[src/rtl/pauli_gate_pipe.sv]
// Multiplier-free single-qubit gate unit: I/X/Y/Z/S/S-dagger/NEG on (alpha, beta).
// S1 registers routed components plus negate flags; S2 applies saturating negation.
module pauli_gate_pipe #(
  parameter int WIDTH = 16,
  parameter int TAG_W = 4,
  parameter int CNT_W = 32
) (
  input  logic                    clk,
  input  logic                    rst_n,
  input  logic                    in_valid,
  output logic                    in_ready,
  input  logic [2:0]              in_op,
  input  logic [TAG_W-1:0]        in_tag,
  input  logic signed [WIDTH-1:0] alpha_r,
  input  logic signed [WIDTH-1:0] alpha_i,
  input  logic signed [WIDTH-1:0] beta_r,
  input  logic signed [WIDTH-1:0] beta_i,
  output logic                    out_valid,
  input  logic                    out_ready,
  output logic signed [WIDTH-1:0] new_alpha_r,
  output logic signed [WIDTH-1:0] new_alpha_i,
  output logic signed [WIDTH-1:0] new_beta_r,
  output logic signed [WIDTH-1:0] new_beta_i,
  output logic [TAG_W-1:0]        out_tag,
  output logic                    out_sat,
  output logic                    out_err,
  output logic [CNT_W-1:0]        gate_count
);

  typedef enum logic [2:0] {
    OP_I   = 3'd0,
    OP_X   = 3'd1,
    OP_Y   = 3'd2,
    OP_Z   = 3'd3,
    OP_S   = 3'd4,
    OP_SDG = 3'd5,
    OP_NEG = 3'd6,
    OP_RSV = 3'd7
  } op_e;

  localparam logic signed [WIDTH-1:0] MIN_VAL = {1'b1, {(WIDTH-1){1'b0}}};
  localparam logic signed [WIDTH-1:0] MAX_VAL = {1'b0, {(WIDTH-1){1'b1}}};

  logic s1_valid, s2_valid;
  logic s1_load, s2_load, in_fire;

  assign s2_load   = !s2_valid || out_ready;
  assign s1_load   = !s1_valid || s2_load;
  assign in_ready  = s1_load;
  assign in_fire   = in_valid && in_ready;
  assign out_valid = s2_valid;

  // Routing: {ar, ai, br, bi} output slots, negate flags in the same bit order (3..0)
  logic signed [WIDTH-1:0] rt_ar, rt_ai, rt_br, rt_bi;
  logic [3:0]              rt_neg;
  logic                    rt_err;

  always_comb begin
    rt_ar  = alpha_r;
    rt_ai  = alpha_i;
    rt_br  = beta_r;
    rt_bi  = beta_i;
    rt_neg = 4'b0000;
    rt_err = 1'b0;
    case (op_e'(in_op))
      OP_I: ;
      OP_X: begin
        rt_ar = beta_r;  rt_ai = beta_i;
        rt_br = alpha_r; rt_bi = alpha_i;
      end
      OP_Y: begin
        rt_ar = beta_i;  rt_ai = beta_r;
        rt_br = alpha_i; rt_bi = alpha_r;
        rt_neg = 4'b0110;
      end
      OP_Z:   rt_neg = 4'b0011;
      OP_S: begin
        rt_br = beta_i; rt_bi = beta_r;
        rt_neg = 4'b0010;
      end
      OP_SDG: begin
        rt_br = beta_i; rt_bi = beta_r;
        rt_neg = 4'b0001;
      end
      OP_NEG: rt_neg = 4'b1111;
      OP_RSV: rt_err = 1'b1;
      default: ;
    endcase
  end

  logic signed [WIDTH-1:0] s1_ar, s1_ai, s1_br, s1_bi;
  logic [3:0]              s1_neg;
  logic [TAG_W-1:0]        s1_tag;
  logic                    s1_err;

  always_ff @(posedge clk or negedge rst_n) begin
    if (!rst_n) begin
      s1_valid <= 1'b0;
      s1_ar    <= '0;
      s1_ai    <= '0;
      s1_br    <= '0;
      s1_bi    <= '0;
      s1_neg   <= '0;
      s1_tag   <= '0;
      s1_err   <= 1'b0;
    end else if (s1_load) begin
      s1_valid <= in_valid;
      if (in_valid) begin
        s1_ar  <= rt_ar;
        s1_ai  <= rt_ai;
        s1_br  <= rt_br;
        s1_bi  <= rt_bi;
        s1_neg <= rt_neg;
        s1_tag <= in_tag;
        s1_err <= rt_err;
      end
    end
  end

  function automatic logic signed [WIDTH-1:0] sat_neg(input logic signed [WIDTH-1:0] x);
    return (x == MIN_VAL) ? MAX_VAL : -x;
  endfunction

  logic signed [WIDTH-1:0] n_ar, n_ai, n_br, n_bi;
  logic [3:0]              n_sat;

  always_comb begin
    n_ar  = s1_neg[3] ? sat_neg(s1_ar) : s1_ar;
    n_ai  = s1_neg[2] ? sat_neg(s1_ai) : s1_ai;
    n_br  = s1_neg[1] ? sat_neg(s1_br) : s1_br;
    n_bi  = s1_neg[0] ? sat_neg(s1_bi) : s1_bi;
    n_sat = s1_neg & {s1_ar == MIN_VAL, s1_ai == MIN_VAL, s1_br == MIN_VAL, s1_bi == MIN_VAL};
  end

  always_ff @(posedge clk or negedge rst_n) begin
    if (!rst_n) begin
      s2_valid    <= 1'b0;
      new_alpha_r <= '0;
      new_alpha_i <= '0;
      new_beta_r  <= '0;
      new_beta_i  <= '0;
      out_tag     <= '0;
      out_sat     <= 1'b0;
      out_err     <= 1'b0;
    end else if (s2_load) begin
      s2_valid <= s1_valid;
      if (s1_valid) begin
        new_alpha_r <= n_ar;
        new_alpha_i <= n_ai;
        new_beta_r  <= n_br;
        new_beta_i  <= n_bi;
        out_tag     <= s1_tag;
        out_sat     <= |n_sat;
        out_err     <= s1_err;
      end
    end
  end

  always_ff @(posedge clk or negedge rst_n) begin
    if (!rst_n)
      gate_count <= '0;
    else if (in_fire)
      gate_count <= gate_count + CNT_W'(1);
  end

endmodule

[config.mk]
export PLATFORM = sky130hd
export DESIGN_NAME = pauli_gate_pipe
export DESIGN_NICKNAME = d
export VERILOG_FILES = /design/src/rtl/pauli_gate_pipe.sv
export SDC_FILE = /design/constraint.sdc
export NUM_CORES = 1
export LEC_CHECK = 0
export CAP_MARGIN = 25
export CORE_UTILIZATION = 50
export CTS_BUF_LIST = sky130_fd_sc_hd__clkbuf_8 sky130_fd_sc_hd__clkbuf_16
export CTS_CLUSTER_SIZE = 14
export DETAILED_ROUTE_END_ITERATION = 10
export DONT_BUFFER_PORTS = 1
export PLACE_DENSITY = 0.71
export SYNTH_ARGS = -nofsm -noshare
export SYNTH_HDL_FRONTEND = slang
export SYNTH_SLANG_ARGS = --single-unit
[constraint.sdc]
create_clock -name clk -period 3.5 [get_ports clk]
set_input_delay 0.525 -clock clk [delete_from_list [all_inputs] [get_ports clk]]
set_output_delay 0.525 -clock clk [all_outputs]
set_load 0.1 [all_outputs]
---- After elaboration in Yosys (flattened, before gate mapping) ----
Index checks and enable logic that the tools add are counted.
word-level totals
  register bits after elaboration ......... 177
  latch bits .............................. 0
  RAM bits ................................ 0
  bits in read-only memories .............. 0
  bits of input ports ..................... 75
  output and inout port bits .............. 104
  memories ................................ 0
operators by class
  add/sub/neg operators ................... 5
  multipliers ............................. 0
  div/mod/pow operators ................... 0
  magnitude comparators ................... 0
  equal/unequal tests ..................... 11
  shift-type cells ........................ 0
  multiplexer cells ....................... 14
  bitwise logic cells ..................... 1
  reduce and logical (&&, ||, !) cells .... 9
operators by type and width
  cell                     number
  $mux W16                 8
  $pmux W16 S3             2
  $eq A16 B16 Y1 const B   4
  $neg A16 Y16             4
  $pmux W16 S2             2
  $add A32 B1 Y32 const B  1
  $pmux W4 S5              1
  $eq A3 B3 Y1 const B     4
  $eq A3 B2 Y1 const B     2
  $and A4 B4 Y4            1
  $reduce_and A2 Y1        2
  $reduce_or A4 Y1         1
  $eq A3 B1 Y1 const B     1
  $logic_not A1 Y1         2
  $logic_or A1 B1 Y1       2
  $reduce_or A2 Y1         1
  $logic_and A1 B1 Y1      1
  $mux W1                  1

---- Depth between registers and ports, before layout ----
  depth after elaboration ................. 4
  depth in mapped cells ................... 8
  gate-level depth less buffers ........... 7

---- Worst setup path after synthesis ----
Ideal clock, no wire load.
  path type ............................... register -> register
  from .................................... register s2_valid, in the netlist out_valid
  to ...................................... register s1_neg[3]
  arrival time ............................ 3,331 ps
  path slack .............................. 74 ps
  cell stages (with the launch flop) ...... 7
  buffers on the path ..................... 2
  cells stage by stage .................... dfrtp_1 > nand3b_1 > nand2_1 > clkbuf_1 > clkbuf_1 > nand2_1 > o31ai_1
on the way
  longest elaborated chain between the ends .. 4
RTL lines
  element                      line  source
  start, declared              44    logic s1_valid, s2_valid;
  start signal, assigned       146   s2_valid <= s1_valid;
  $logic_not A1 Y1             47    assign s2_load = !s2_valid || out_ready;
  $logic_or A1 B1 Y1           47
  $logic_or A1 B1 Y1           48    assign s1_load = !s1_valid || s2_load;
  net in_ready                 11    output logic in_ready,
  $reduce_and A2 Y1 (no line)  --
  end signal, assigned         113   s1_neg <= rt_neg;
  end, declared                92    logic [3:0] s1_neg;
The timed path passes the listed nets, and every way through them passes these cells.
A chain may end at the register's enable or synchronous reset.

---- Worst setup path after layout ----
  from .................................... register s1_br[0]
  to ...................................... register new_beta_r[13]
on the way
  longest elaborated chain between the ends .. 3
  elaborated cells on any way between the ends .. 4
RTL lines
  element                                                line  source
  start, declared                                        91    logic signed [WIDTH-1:0] s1_ar, s1_ai, s1_br, s1_bi;
  start signal, assigned                                 111   s1_br <= rt_br;
  $neg A16 Y16 / $eq A16 B16 Y1 (equally long branches)  121   return (x == MIN_VAL) ? MAX_VAL : -x;
  $mux W16 *                                             121
  $mux W16 *                                             130   n_br = s1_neg[1] ? sat_neg(s1_br) : s1_br;
  end signal, assigned                                   150   new_beta_r <= n_br;
  end, declared                                          22    output logic signed [WIDTH-1:0] new_beta_r,
Every way passes the cells marked *; elsewhere a longest branch is shown, timed or not.

==> flow_metrics.tcl <==
set metrics [dict create \
    status "finished with violations" \
    violations "negative hold slack" \
    hold_path_class "in -> async" \
    synth_edf_count 0 \
    combinationalPowerShare_pct 18.3 \
    path_class "reg -> reg" \
    worst_pin_slew_ns 1.02 \
    grt.total_usage_pct 27.9 \
    met2_usage_pct 41.3 \
    pre_cts_slack_ns 0.856 \
    cts_resized 0 \
    insertion_delay_ns 0.43 \
    cts_root_buffer "clkbuf_16" \
    layout_commonest_cell "nand2_1" \
    htree_levels 4 \
    grt-ovfl-total 0 \
    endpoint "new_beta_r[13]$_DFFE_PN0P_" \
    antennaDiodeCount 0 \
    wl_mm 28.7 \
    yosys_most_used_dff "dfrtp_1" \
    synth_fp_nets 1314 \
    die_w_microns 145 \
    p_sw_share_pct 48.9 \
    ys_seq_area_share_pct 43.5 \
    grt_pass1_vias 8209 \
    dp_hpwl_mm 20.3 \
    cts_tree "yes" \
    wl_per_cell_microns 19.4 \
    met1_usage_pct 36.3 \
    netlist_area_sq_um 10200 \
    fp-row-count 51 \
    fin_area_sq_um 11100 \
    finalWorstSetupSlack_ns 0.834 \
    r2r-start "s1_br[0]$_DFFE_PN0P_" \
    die_h_microns 145 \
    worstPathArrival_ns 3.01 \
    drt_pass1_iterations 5 \
    crit_path_end_kind "register" \
    maxCapViolations 0 \
    layout_min_cycle_time_ns 2.67 \
    utilization_pct 56.3 \
    final_nets 1280 \
    vias 9122 \
    core-area_sq_um 19700 \
    regToRegSetupSlack_ns 0.83 \
    clock_skew_ns 0.0122 \
    setup_viol 0 \
    cts_sinks 177 \
    fin_crit_sh_pct 76.2 \
    rsz0062_at_grt "no" \
    postPlaceCellArea_sq_um 10500 \
    start_util_pct 51.7 \
    layout.cells.non_filler 1477 \
    ys_ff_latch 177 \
    drc_errors 0 \
    antenna_found_initial 1 \
    synth_area_per_cell_sq_um 8.26 \
    multi_input_area_sq_um 5360 \
    syn_to_final_growth_pct 8.99 \
    ant_nets 0 \
    synthCells 1234 \
    drt_iter0_drc 791 \
    fmax_ghz 0.375 \
    place_inst 1446 \
    cp-startpoint "s1_br[0]$_DFFE_PN0P_" \
    portBuffers 0 \
    numCtsBuffers 17 \
    clk_pin_slew_worst_paths_ns 0.07 \
    cts_setup_buffers 0 \
    clkPwrFrac_pct 24.2 \
    ys_async_sr_fraction_pct 100 \
    cp.required_ns 3.85 \
    slew_viol_final 0 \
    p_per_area_nw_per_um2 707 \
    layout-drive-gt1-share_pct 7.01 \
    pin_count 179 \
    crit_path_max_fanout 9 \
    final_cell_mix "nand2_1 (245), o21ai_0 (233), dfrtp_1 (177)" \
    yosys_warnings 0 \
    die-area_sq_um 21000 \
    final_hold_viol_count 177 \
    viasPerCell 6.18 \
    p_int_mw 4.02 \
    slew_headroom_pct 32.2 \
    tns_ns 0 \
    grt_max_degree 178 \
    fill_cells 1801 \
    final-seq-area_sq_um 4430 \
    power.leakage_nw 4.67 \
    whs_ns -0.203 \
    r2r_cells 7 \
    ir_worst_vdd_uv 303 \
    sequentialPowerShare_pct 57.5 \
    r2r_end "new_beta_r[13]$_DFFE_PN0P_" \
    use_met3_pct 11.5 \
    p_switching_mw 3.84 \
    busiest_layer "met2" \
    crit_path_start_kind "register" \
    gp_congestion 0.911 \
    ctsLongestPathBuffers 2 \
    post_synth_num_cell_types 52 \
    grt_pass1_wl_mm 44.7 \
]
## kinds of logic (layout without fill, tap and decap cells)
family / after synthesis / count (layout) / share of synthesized area (%)
fa+ha+maj: 5 / 5 / 0.614
compound gates: 385 / 385 / 22.3
buf+inv: 109 / 87 / 4.03
mux: 37 / 37 / 3.70
xor+xnor: 75 / 75 / 6.45
simple gates: 446 / 446 / 19.5
flops: 177 / 177 / 43.5
## metrics by stage
step           total power [mW]  hold WS, ns
2_1_floorplan              5.57        0.229
3_3_place_gp               5.93        0.240
3_5_place_dp               5.98        0.239
4_1_cts                    7.90       -0.219
5_1_grt                    8.20       -0.221
6_report                   7.85       -0.203
## synthesized netlist by cell type, types with 5 or more instances
| library cell | instances | area (sq um) |
|---|---|---|
| nor2_1 | 64 | 240 |
| o22ai_1 | 32 | 200 |
| mux2i_1 | 32 | 320 |
| and3_1 | 5 | 31.3 |
| ha_1 | 5 | 62.6 |
| or3_1 | 7 | 43.8 |
| o21ai_0 | 233 | 1170 |
| o41ai_1 | 9 | 78.8 |
| or4_1 | 5 | 37.5 |
| inv_1 | 15 | 56.3 |
| clkbuf_1 | 85 | 319 |
| nand4_1 | 15 | 93.8 |
| nand3_1 | 55 | 275 |
| nand2_1 | 247 | 927 |
| nor4_1 | 8 | 50.1 |
| dfrtp_1 | 177 | 4430 |
| o31ai_1 | 13 | 97.6 |
| xor2_1 | 40 | 350 |
| xnor2_1 | 35 | 307 |
| nor3_1 | 9 | 45.0 |
| buf_1 | 7 | 26.3 |
| a21oi_1 | 33 | 165 |
| mux2_2 | 5 | 56.3 |
| nand2b_1 | 10 | 62.6 |
| o221ai_1 | 32 | 280 |
| and4_1 | 6 | 52.6 |
## critical path, cell delays in order (launching register included)
cell	delay [ns]
dfrtp_1	0.41
inv_1	0.07
ha_1	0.18
or4b_1	0.55
or4_4	0.56
nor3_4	0.35
nor2_1	0.24
a21oi_1	0.22
## layer usage
metal	wire length (microns)	vias up
met2	12500	387
li1	-	4338
met3	3380	51
met4	836	0
met1	11900	4346
met5	0	-
## power by group through the flow
| stage | Combinational [mW] | Sequential [mW] | Clock, mW |
|---|---|---|---|
| 6_report | 1.44 | 4.51 | 1.90 |
| 5_1_grt | 1.60 | 4.57 | 2.03 |
| 4_1_cts | 1.44 | 4.51 | 1.94 |
| 3_5_place_dp | 1.42 | 4.56 | 0 |
| 3_3_place_gp | 1.40 | 4.53 | 0 |
| 2_1_floorplan | 0.907 | 4.66 | 0 |
## how the worst min path moves through the flow
stage / start / to / cells past startpoint
after floorplan: rst_n / gate_count[0]$_DFFE_PN0P_ / 0
after global placement: rst_n / new_alpha_i[14]$_DFFE_PN0P_ / 0
after detailed placement: rst_n / new_alpha_i[14]$_DFFE_PN0P_ / 0
after CTS: rst_n / s1_ar[9]$_DFFE_PN0P_ / 0
after global routing: rst_n / new_alpha_i[13]$_DFFE_PN0P_ / 0
final: rst_n / new_alpha_r[8]$_DFFE_PN0P_ / 0
## sequential cells by signal, summed over array words and instances (netlist names), 16 cells and up
register and cells:
gate_count 32, new_alpha_i 16, new_alpha_r 16, new_beta_i 16
new_beta_r 16, s1_ai 16, s1_ar 16, s1_bi 16
s1_br 16
## area by class of cell
type | count | share of cell area (%)
Clock buffer | 20 | 4.20
Clock inverter | 11 | 1.16
Inverter | 16 | 0.541
Multi-Input combinational cell | 948 | 48.3
Sequential cell | 177 | 39.9
Tap cell | 265 | 2.99
Timing Repair Buffer | 40 | 2.93
(Power assumes the default switching activity.)
